## config.mk

```make
export PLATFORM = sky130hd
export DESIGN_NAME = gray_code_counter
export DESIGN_NICKNAME = d
export VERILOG_FILES = /design/src/rtl/gray_code_counter.sv
export SDC_FILE = /design/constraint.sdc
export NUM_CORES = 1
export LEC_CHECK = 0
export CORE_MARGIN = 5
export CORE_UTILIZATION = 30
export CTS_CLUSTER_SIZE = 28
export DETAILED_ROUTE_END_ITERATION = 8
export PLACE_DENSITY = 0.64
export SETUP_SLACK_MARGIN = 0.3
export SYNTH_ARGS = -nofsm -noshare
export SYNTH_HDL_FRONTEND = slang
export SYNTH_SLANG_ARGS = --single-unit
```

## constraint.sdc

```tcl
create_clock -name clk -period 4.8 [get_ports clk]
set_input_delay 1.44 -clock clk [delete_from_list [all_inputs] [get_ports clk]]
set_output_delay 1.44 -clock clk [all_outputs]
set_load 0.05 [all_outputs]
```

## src/rtl/gray_code_counter.sv

```systemverilog
// Registered Gray-code counter with matching binary count and rollover pulse.
// gray and binary are both loaded from the same next-state value.
module gray_code_counter #(
  parameter int WIDTH = 4
) (
  input  logic             clk,
  input  logic             rst_n,
  input  logic             clear,
  input  logic             load,
  input  logic [WIDTH-1:0] load_bin,
  input  logic             en,
  input  logic             up,
  output logic [WIDTH-1:0] gray,
  output logic [WIDTH-1:0] binary,
  output logic             wrap
);

  localparam logic [WIDTH-1:0] ONE = WIDTH'(1);

  logic [WIDTH-1:0] cnt_q,  cnt_d;
  logic [WIDTH-1:0] gray_q, gray_d;
  logic             wrap_q, wrap_d;

  // Priority: clear, then load, then enabled up/down step, else hold.
  always_comb begin
    cnt_d  = cnt_q;
    wrap_d = 1'b0;
    if (clear) begin
      cnt_d = '0;
    end else if (load) begin
      cnt_d = load_bin;
    end else if (en) begin
      if (up) begin
        cnt_d  = cnt_q + ONE;
        wrap_d = &cnt_q;
      end else begin
        cnt_d  = cnt_q - ONE;
        wrap_d = ~|cnt_q;
      end
    end
    gray_d = cnt_d ^ (cnt_d >> 1);
  end

  always_ff @(posedge clk or negedge rst_n) begin
    if (!rst_n) begin
      cnt_q  <= '0;
      gray_q <= '0;
      wrap_q <= 1'b0;
    end else begin
      cnt_q  <= cnt_d;
      gray_q <= gray_d;
      wrap_q <= wrap_d;
    end
  end

  assign binary = cnt_q;
  assign gray   = gray_q;
  assign wrap   = wrap_q;

endmodule

```

==> results_dict.tcl, run 1 <==
set metrics [dict create \
    status "finished clean" \
    min_path_type "register to register" \
    synth_top_area_share_pct 37.5 \
    worstPathArrival_ps 3410 \
    cts_buffers 3 \
    hpwl_um 964 \
    dieArea_um2 2720 \
    ctsResizeCount 0 \
    setup_tns_ps 0 \
    synth_cell_types 34 \
    grt_util_met2_pct 16.3 \
    die_x_um 52.2 \
    initial_core_util_pct 31.3 \
    yosysSeqAreaShare_pct 37.5 \
    grt_max_degree 13 \
    post-place-cells 93 \
    finalNonFillerCells 96 \
    synth.area.top_cells "dfrtp_1 37%, xnor2_1 4.9%, ha_1 4.7%" \
    clk_path_buf_depth 2 \
    p_per_area_nw_per_um2 288 \
    drt_iter0_markers 6 \
    io_buffers 18 \
    drc 0 \
    firstDrtPassIters 4 \
    layout_commonest_cell "clkdlybuf4s50_1" \
    cts_max_level 1 \
    vias 455 \
    tightest_slew_ps 498 \
    yosys_most_used_dff "dfrtp_1" \
    post-route-min-period_ps 3290 \
    grt.busiest_layer "met2" \
    rows 15 \
    min_period_over_period_pct 68.5 \
    cts_tree "built" \
    finalSetupViolations 0 \
    crit_path_max_fanout 8 \
    synth_nets 65 \
    postSynthAreaPerCell_um2 10.3 \
    rsz0062_at_grt "false" \
    cpPeakStageDelay_ps 620 \
    nets 86 \
    finalPower_mw 0.218 \
    clock_latency_ps 240 \
    critPathKind "primary input to register" \
    async_reset_ff_share_pct 100 \
    p_leak_nw 0.333 \
    pre_cts_ws_ps 1260 \
    viasPerCell 4.74 \
    drive_gt1_share_pct 9.86 \
    synth_area_leader_cell "dfrtp_1" \
    maxCapViolations 0 \
    cts_setup_buffers 0 \
    yosys_register_bits 8 \
    cp_slowest_cell "clkdlybuf4s50_1" \
    grt_pass1_wl_um 1930 \
    area_growth_pct 41.5 \
    wire_per_inst_um 12.3 \
    end_kind "register" \
    fin_ws_ps 1510 \
    synth_area_um2 534 \
    synth_edf_count 0 \
    final_cell_mix "18 x clkdlybuf4s50_1, 8 x dfrtp_1, 6 x inv_1" \
    ir_worst_vdd_mv 0.105 \
    cts.clk_slew.worst_paths_ps 50 \
    grtUsageMet3_pct 1.71 \
    diodes 0 \
    synth_cells 52 \
    grt_usage_pct 9.59 \
    hold_buffers 0 \
    cts_sinks 8 \
    antenna_found_initial 0 \
    clock-skew-final_ps 2.85 \
    max_freq_ghz 0.304 \
    hold_viol_final 0 \
    gr-usage-met1_pct 11.9 \
    place_congestion 0.735 \
    r2r_slack_ps 2820 \
    root_buffer "clkbuf_4" \
    die_h_um 52.2 \
    yosysWarningCount 0 \
    wl_um 1180 \
    grt_pass1_vias 417 \
    fp.coreArea_um2 1710 \
    final-max-slew-violation-count 0 \
    cp.required_ps 4930 \
    start_kind "primary input" \
    ant_nets 0 \
    cp_cell_sequence "clkdlybuf4s50_1, inv_1, ha_1, a21o_1, a221o_1, nand3_2, mux2_4" \
    relSlewSlack_pct 66.7 \
    grt_overflow 0 \
    io_pins 19 \
]
synth_stat cells, types with 2 or more instances:
cell	number
dfrtp_1	8
ha_1	2
inv_1	6
mux2i_1	2
nand3_1	2
nor2_1	2
xnor2_1	3
worst max-delay path: cells and delay by family:
family | cells | cell delay, ps
AO/OA/AOI/OAI | 2 | 530
buffers and inverters | 2 | 730
multiplexers | 1 | 300
adder cells (fa/ha/maj) | 1 | 320
AND/OR/NAND/NOR | 1 | 100
routing by layer:
| layer | wire length [um] | vias up |
|---|---|---|
| met3 | 36 | 0 |
| met4 | 0 | 0 |
| met1 | 521 | 218 |
| met2 | 618 | 13 |
| li1 | - | 224 |
| met5 | 0 | - |
cell families after synthesis:
logic type / Yosys count / synth area share [%]
XOR/XNOR: 4 / 6.56
multiplexers: 3 / 6.56
AO/OA/AOI/OAI: 10 / 14.3
flip-flops: 8 / 37.5
AND/OR/NAND/NOR: 16 / 20.1
adder cells (fa/ha/maj): 3 / 8.43
buffers and inverters: 8 / 6.56
worst paths after layout:
check                           startpoint       to  depth (start not counted)
worst max register to register   binary[0]  gray[2]                          6
min in group asynchronous            rst_n     wrap                          1
max in group asynchronous            rst_n  gray[0]                          1
worst min register to register   binary[1]     wrap                          2
worst max-delay path                    up  gray[2]                          7
worst min-delay path             binary[1]     wrap                          2
registers in the layout, summed over array words and instances (netlist names):
signal / flops
wrap: 1
gray: 3
binary: 4
per-stage QoR:
stage          util, %  instance area [um^2]  hold WS (ps)
2_1_floorplan        -                   534           838
3_3_place_gp      42.9                   733           624
3_5_place_dp      42.9                   733           641
4_1_cts           44.2                   756           652
5_1_grt           44.2                   756           670
6_report          44.2                   756           646
report_power, final:
| group | internal, mW | switching [mW] | total, mW |
|---|---|---|---|
| Sequential | 0.0747 | 0.00646 | 0.0811 |
| Clock | 0.0284 | 0.0200 | 0.0484 |
| Combinational | 0.0362 | 0.0518 | 0.0880 |
final cells by class:
class,count,area (um^2)
Clock buffer,3,22.5
Fill cell,165,952
Inverter,6,22.5
Multi-Input combinational cell,36,299
Sequential cell,8,200
Tap cell,25,31.3
Timing Repair Buffer,18,180
Power figures use the tool's default switching activity.
==> inputs of run 2 (changes only) <==
Settings changed: PLACE_DENSITY 0.64 to 0.66.
Clock period 4.8 ns to 2.8 ns, I/O delays scaled along.
==> run 2 against run 1 <==
Core utilization up 2.0 points. Flip-flop and latch count unchanged. Cell count up 4.2%. Hold slack better by 26 ps. Die area unchanged. Routed wire length up 3.9%. Combinational power up 78%. Clock-buffer cell count unchanged. Register-to-register slack worse by 1900 ps. First-iteration DRC count down 17%. Worst setup slack worse by 1200 ps.
==> results_dict.tcl, run 2 (same netlist as run 1, synthesis figures left out) <==
set metrics [dict create \
    cp_slowest_cell "clkdlybuf4s50_1" \
    r2r-start "binary[0]" \
    grt_pass1_wl_um 2120 \
    nets 90 \
    drt_iter0_markers 5 \
    tightest_slew_ps 497 \
    cts_setup_buffers 0 \
    finalSetupViolations 0 \
    cpLargestDelayFamily "buffers and inverters" \
    initial_core_util_pct 31.3 \
    seqCellArea_um2 200 \
    cts_max_level 1 \
    r2r_cells 6 \
    grt_overflow 0 \
    cp.required_ps 1960 \
    finish.utilization_pct 46.2 \
    cp-startpoint "binary[0]" \
    worstPathArrival_ps 1600 \
    grt_pass1_vias 492 \
    r2r-end "gray[2]" \
    critPathKind "register to primary output" \
    diodes 0 \
    status "finished clean" \
    num-fill-cells 167 \
    hold_viol_final 0 \
    firstDrtPassIters 4 \
    fp.coreArea_um2 1710 \
    wire_per_inst_um 12.2 \
    post-route-min-period_ps 2440 \
    rsz0062_at_grt "false" \
    cp_cell_sequence "clkdlybuf4s50_1" \
    clk_path_buf_depth 2 \
    multi_input_area_um2 304 \
    clock_latency_ps 240 \
    viasPerCell 4.80 \
    area_growth_pct 47.8 \
    final-max-slew-violation-count 0 \
    io_pins 19 \
    place_congestion 0.886 \
    crit_cells 1 \
    root_buffer "clkbuf_4" \
    end_kind "primary output" \
    grt_usage_pct 10.3 \
    drc 0 \
    ant_nets 0 \
    hpwl_um 1000 \
    start_kind "register" \
    ctsResizeCount 2 \
    critPathBufInv 1 \
    r2r_slack_ps 900 \
    p_per_area_nw_per_um2 479 \
    cts_tree "built" \
    vias 480 \
    ir_worst_vdd_mv 0.173 \
    io_buffers 18 \
    final_cell_mix "17 x clkdlybuf4s50_1, 8 x dfrtp_1, 6 x inv_1" \
    fin_ws_ps 361 \
    antenna_found_initial 0 \
    wl_um 1220 \
    cts.clk_slew.worst_paths_ps 50 \
    setup_tns_ps 0 \
    max_freq_ghz 0.410 \
    largest_reg_flops 4 \
    post_dp_cell_area_um2 763 \
    min_path_type "register to register" \
    cts_sinks 8 \
    hold_buffers 0 \
    grt_max_degree 12 \
    relSlewSlack_pct 66.7 \
    maxCapViolations 0 \
    crit_path_max_fanout 7 \
    dieArea_um2 2720 \
    pre_cts_ws_ps -28.4 \
    finalPower_mw 0.378 \
    clock-skew-final_ps 0.249 \
    stdcell_area_um2 790 \
    rows 15 \
    min_period_over_period_pct 87.1 \
    layout_commonest_cell "clkdlybuf4s50_1" \
    crit_path_end "binary[0]" \
    cpPeakStageDelay_ps 860 \
    cts_buffers 3 \
    die_h_um 52.2 \
    drive_gt1_share_pct 16.0 \
    die_x_um 52.2 \
    p_leak_nw 0.355 \
]
==> run 2: cell count changes in the layout (fill, tap and decap cells not counted) <==
| cell | before | now |
|---|---|---|
| a211oi_1 | 1 | 0 |
| a211oi_2 | 0 | 1 |
| buf_4 | 0 | 4 |
| clkdlybuf4s50_1 | 18 | 17 |
| dlygate4sd2_1 | 0 | 1 |
==> run 2: layout make-up <==
cell class                      count  area share (%)
Clock buffer                        3            2.85
Inverter                            6            2.85
Multi-Input combinational cell     36            38.5
Sequential cell                     8            25.4
Tap cell                           25            3.96
Timing Repair Buffer               22            26.5
==> run 2: worst min path at each step <==
stage,start,to,slack (ps),depth (start not counted)
finish,binary[1],wrap,670,2
global route,binary[1],wrap,700,2
CTS,binary[1],wrap,680,2
detailed placement,binary[1],wrap,670,2
global placement,binary[1],wrap,640,2
floorplan,rst_n,binary[0],540,0
==> run 2: layer usage <==
layer / part of all wire, % / track usage [%] / routed length [um]
met5: 0 / 0 / 0
met4: 0 / 5.11 / 0
met3: 6.6 / 1.71 / 81
met2: 47 / 16.9 / 578
met1: 46 / 13.0 / 562
==> run 2: power by group <==
| group | total, mW | internal, mW | switching, mW |
|---|---|---|---|
| clock | 0.0813 | 0.0486 | 0.0327 |
| combinational | 0.157 | 0.0663 | 0.0907 |
| sequential | 0.140 | 0.128 | 0.0116 |
==> run 2: metrics by stage <==
stage	hold WS, ps	std cells
2_1_floorplan	544	52
4_1_cts	677	100
6_report	672	100
5_1_grt	699	100
3_5_place_dp	669	97
3_3_place_gp	642	97
==> patch 1, RTL diff (config.mk and constraints of run 2) <==
Put one more register stage on the output `binary`. The value now appears one clock later. The other outputs are not delayed to match. Comments in the files are not updated.
--- a/src/rtl/gray_code_counter.sv
+++ b/src/rtl/gray_code_counter.sv
@@ -53,7 +53,9 @@
     end
   end
 
-  assign binary = cnt_q;
+  always_ff @(posedge clk) begin
+    binary <= cnt_q;
+  end
   assign gray   = gray_q;
   assign wrap   = wrap_q;
 
Check against the original RTL: not equivalent (Yosys sat finds a counterexample within 4 cycles, from zero or initial values and one cycle with rst_n low).
==> patch 1 against run 2 <==
Wire length shrank 0.33%. First-iteration DRC count fell by 80%. Sequential share of layout area is 6.7 points higher. Critical path depth up 4. Hold slack worse by 0.20 ns. Sequential cell count up 4. Design area rose by 11%. Clock power grew 28%. Critical path type is now in -> reg. Synthesized cell count increased by 7.7%. Setup slack improved by 0.11 ns. Fmax grew 4.5%. Power increased by 22%. Area after synthesis increased by 15%.
==> patch 1: results (changes against run 2) <==
grt_first_pass_wirelength_um: 2210  # +4.2%
seq_area_frac_synth_pct: 45.6  # +8.2 points
status: "finished, final reports clean"
hold_start: "cnt_q[1]"
drt_iter0_drc: 1  # -4
grt_pass1_vias: 514  # +4.5%
skew_ns: 0.0119  # +0.0116 ns
cp_top_family: "simple AND/OR/NAND/NOR gates"
final_nets: 94  # +4.4%
track_usage_pct: 8.92  # -1.4 points
p_leak_uw: 0.000403  # +14%
hold_depth: 0  # -2
crit_path_top_delay_cell: "or4b_1"
hold_path_end: "binary[1]"
place_congestion: 0.742  # -16%
syn_inst: 56  # +7.7%
vias_per_cell: 4.58  # -4.6%
dp_cells: 103  # +6.2%
finalNonFillerCells: 107  # +7.0%
slowest_delay_ns: 0.50  # -0.36 ns
insertion_delay_ns: 0.27  # +0.03 ns
worst-path-max-fanout: 2  # -5
min_path_type: "reg -> reg"
path_clk_slew_ns: 0.07  # +0.02 ns
cts_buffers: 3  # unchanged
arrival_ns: 2.49  # +0.89 ns
async_flop_share_pct: 66.7  # -33 points
drive_gt1_share_pct: 13.8  # -2.2 points
vdd_drop_max_v: 0.000198  # +15%
worst_slew_margin_rel_pct: 66.6  # -0.14 points
syn-num-nets: 69  # +6.2%
synthTopCellsByCount: "8 x dfrtp_1, 6 x inv_1, 4 x dfxtp_1"
netlist_top_cells_area: "dfrtp_1 33%, dfxtp_1 13%, xnor2_1 4.3%, ha_1 4.1%, inv_1 3.7%"
drt_pre_antenna_iters: 2  # -2
synth_cell_type_count: 35  # +2.9%
rr_startpoint: "cnt_q[0]"
wl_per_cell_um: 11.4  # -6.8%
hpwl_um: 1040  # +4.0%
r2r_setup_slack_ns: 0.87  # -0.03 ns
clk_path_buf_depth: 2  # unchanged
h-tree-depth: 1  # unchanged
## patch 1: cell count changes after synthesis
cell / run 2 / this run
dfxtp_1: 0 / 4
## patch 1: repair_timing
action	CTS	global route
resized for setup	1	1
setup endpoints to repair	1	1
hold buffers	0	0
## patch 1: stage by stage
step / worst slack [ns] / instance area (um2) / setup TNS, ns / util (%) / hold WS [ns]
after global placement: 0.00920 / 846 / 0 / 43.1 / 0.442
after floorplan: 0.633 / 614 / 0 / - / 0.392
after detailed placement: -0.0506 / 846 / -0.0506 / 43.1 / 0.453
final: 0.467 / 873 / 0 / 44.5 / 0.469
after global routing: 0.434 / 873 / 0 / 44.5 / 0.497
after CTS: 0.328 / 871 / 0 / 44.4 / 0.486
## patch 1: worst max path at each step
stage                   from  endpoint  slack, ns
floorplan                 up   gray[2]       0.63
global placement          up   gray[2]      0.009
detailed placement        up   gray[2]      -0.05
CTS                 cnt_q[3]   gray[3]       0.33
global route              up   gray[1]       0.43
finish                  load   gray[2]       0.47
## patch 1: kinds of logic (layout without fill, tap and decap cells)
kind of cell	Yosys count	count (layout)	synth area share, %
compound gates	10	10	12.4
xor+xnor	4	4	5.70
fa+ha+maj	3	3	7.33
buf+inv	8	32	5.70
flops	12	12	45.6
mux	3	3	5.70
simple gates	16	16	17.5
## patch 1: layout make-up
type / count / area (um2)
Tap cell: 27 / 33.8
Clock buffer: 4 / 26.3
Inverter: 6 / 22.5
Sequential cell: 12 / 280
Fill cell: 210 / 1090
Multi-Input combinational cell: 36 / 299
Timing Repair Buffer: 22 / 211
## patch 1: worst register-to-register path, stage by stage, from the launching register on
cell and delay (ns):
dfrtp_1 0.50, inv_1 0.10, fa_1 0.42, xnor2_1 0.14
a211oi_1 0.29, nor3_1 0.10, mux2_4 0.27
## patch 1: power by group
group,internal (uW),total (uW),switching [uW]
registers,190,202,11.8
clock network,54.9,104,49.1
logic,65.9,155,89.2
## patch 1: per-layer routing
layer	wire length, um	global-route usage, %
met1	459	8.90
met2	675	15.7
met3	75	3.26
met4	8	5.21
met5	0	0
==> patch 2, RTL diff (flow settings as in run 2) <==
Made on the original files. Set the parameter `WIDTH` to 5 (it was 4).
--- a/src/rtl/gray_code_counter.sv
+++ b/src/rtl/gray_code_counter.sv
@@ -1,7 +1,7 @@
 // Registered Gray-code counter with matching binary count and rollover pulse.
 // gray and binary are both loaded from the same next-state value.
 module gray_code_counter #(
-  parameter int WIDTH = 4
+  parameter int WIDTH = 5
 ) (
   input  logic             clk,
   input  logic             rst_n,
Ports: changed (resized binary, gray and load_bin); port bits go from 19 to 22. The function was not compared with the original's and may differ.
==> patch 2 against run 2 <==
Core utilization is 2.9 points higher. Power grew 22%. Setup slack better by 0.0075 ns. Sequential power grew 24%. Area after synthesis increased by 20%. Combinational power grew 24%. Count of clock-buffer cells in the layout is the same. Wire length is 32% higher. Fmax is 0.31% higher. Final cell count increased by 20%. Sequential cell count is 2 higher. Design area grew 25%. Critical path type unchanged. Largest cell class unchanged.
==> patch 2: results (changes against run 2) <==
arrival_ns: 1.59
grt_first_pass_wirelength_um: 2660  # +25%
dr_wl_met2_um: 791  # +37%
hpwl_um: 1260  # +26%
fin_ws_ns: 0.369  # +0.00748 ns
syn-num-nets: 81  # +25%
p_sw_uw: 168  # +24%
place_congestion: 0.813  # -8.2%
async_flop_share_pct: 100  # unchanged
drt_pre_antenna_iters: 4  # unchanged
drt_iter0_drc: 26  # +21
worst-path-max-fanout: 6  # -1
final_nets: 110  # +22%
diodes: 0  # unchanged
met3WireLength_um: 106  # +31%
portBuffers: 21  # +3
track_usage_pct: 10.9  # +0.59 points
p_leak_uw: 0.000429  # +21%
seq_area_frac_synth_pct: 39.1  # +1.6 points
drive_gt1_share_pct: 21.5  # +5.5 points
met1_length_um: 709  # +26%
tightest_slew_ns: 0.507  # +0.00905 ns
status: "finished, final reports clean"
largest_reg_flops: 5  # +1
place_area_um2: 910  # +19%
vias_per_cell: 5.08  # +5.9%
grt_max_degree: 11  # -1
antenna_found_initial: 0  # unchanged
skew_ns: 0.00112  # +0.000872 ns
place_worst_setup_slack_ns: -0.124  # -0.0955 ns
vdd_drop_max_v: 0.000352  # +100%
synth_cell_type_count: 30  # -12%
crit_path_top_delay_cell: "clkdlybuf4s50_1"
grt_pass1_vias: 604  # +23%
netlist_top_cells_area: "dfrtp_1 39%, ha_1 5.9%, xnor2_1 5.5%, nor2_1 4.7%, a21oi_1 3.9%"
wl_per_cell_um: 13.4  # +9.6%
synthTopCellsByCount: "10 x dfrtp_1, 8 x nor2_1, 5 x a21oi_1"
[patch 2: changes by cell type after synthesis, sizes merged, moves of 2 or more]
cell,run 2,this run
inv,6,3
dfrtp,8,10
nor2,2,8
a21oi,1,7
a31oi,1,3
[patch 2: repair_timing]
action,CTS,global route
resized for setup,9,1
pin swaps,2,0
setup endpoints to repair,4,1
[patch 2: logic make-up after synthesis]
logic type / synth area share [%]
AOI/OAI and AO/OA: 16.2
DFF: 39.1
adders and majority gates: 8.99
muxes: 3.91
buffers and inverters: 4.88
and+or+nand+nor: 20.1
xor gates and xnor gates: 6.84
[patch 2: area by class of cell]
type / instances / area, um2
inverter: 3 / 11.3
multi-input combinational: 50 / 409
tap: 27 / 33.8
clock buffer: 3 / 22.5
fill: 193 / 1020
sequential: 10 / 250
timing repair buffer: 27 / 256
[patch 2: path summary, 6_finish.rpt]
kind | start | cells past startpoint | end
setup reg to reg | binary[1] | 6 | gray[3]
hold / removal | binary[1] | 2 | wrap
hold reg to reg | binary[1] | 2 | wrap
setup / recovery | binary[1] | 1 | binary[1]
max in group asynchronous | rst_n | 1 | binary[3]
min in group asynchronous | rst_n | 1 | binary[2]
[patch 2: stage by stage]
stage | utilization [%] | setup TNS [ns] | hold slack, ns | instances | total power, uW
floorplan | - | 0 | 0.544 | 66 | 289
global placement | 45.4 | -0.272 | 0.711 | 117 | 356
detailed placement | 45.4 | -0.323 | 0.708 | 117 | 359
CTS | 49.0 | 0 | 0.722 | 120 | 466
global route | 49.1 | 0 | 0.766 | 120 | 489
finish | 49.1 | 0 | 0.734 | 120 | 460
[patch 2: layer usage]
metal  GRT usage [%]  vias up
met4            1.02        0
met3            5.80        0
met1            12.3      295
li1                -      295
met5               0        -
met2            18.9       20
[patch 2: power groups by stage]
stage	combinational (uW)	sequential (uW)	clock [uW]
finish	195	173	91.5
floorplan	65.4	223	0
CTS	197	173	96.5
detailed placement	185	174	0
global route	208	175	107
global placement	183	173	0
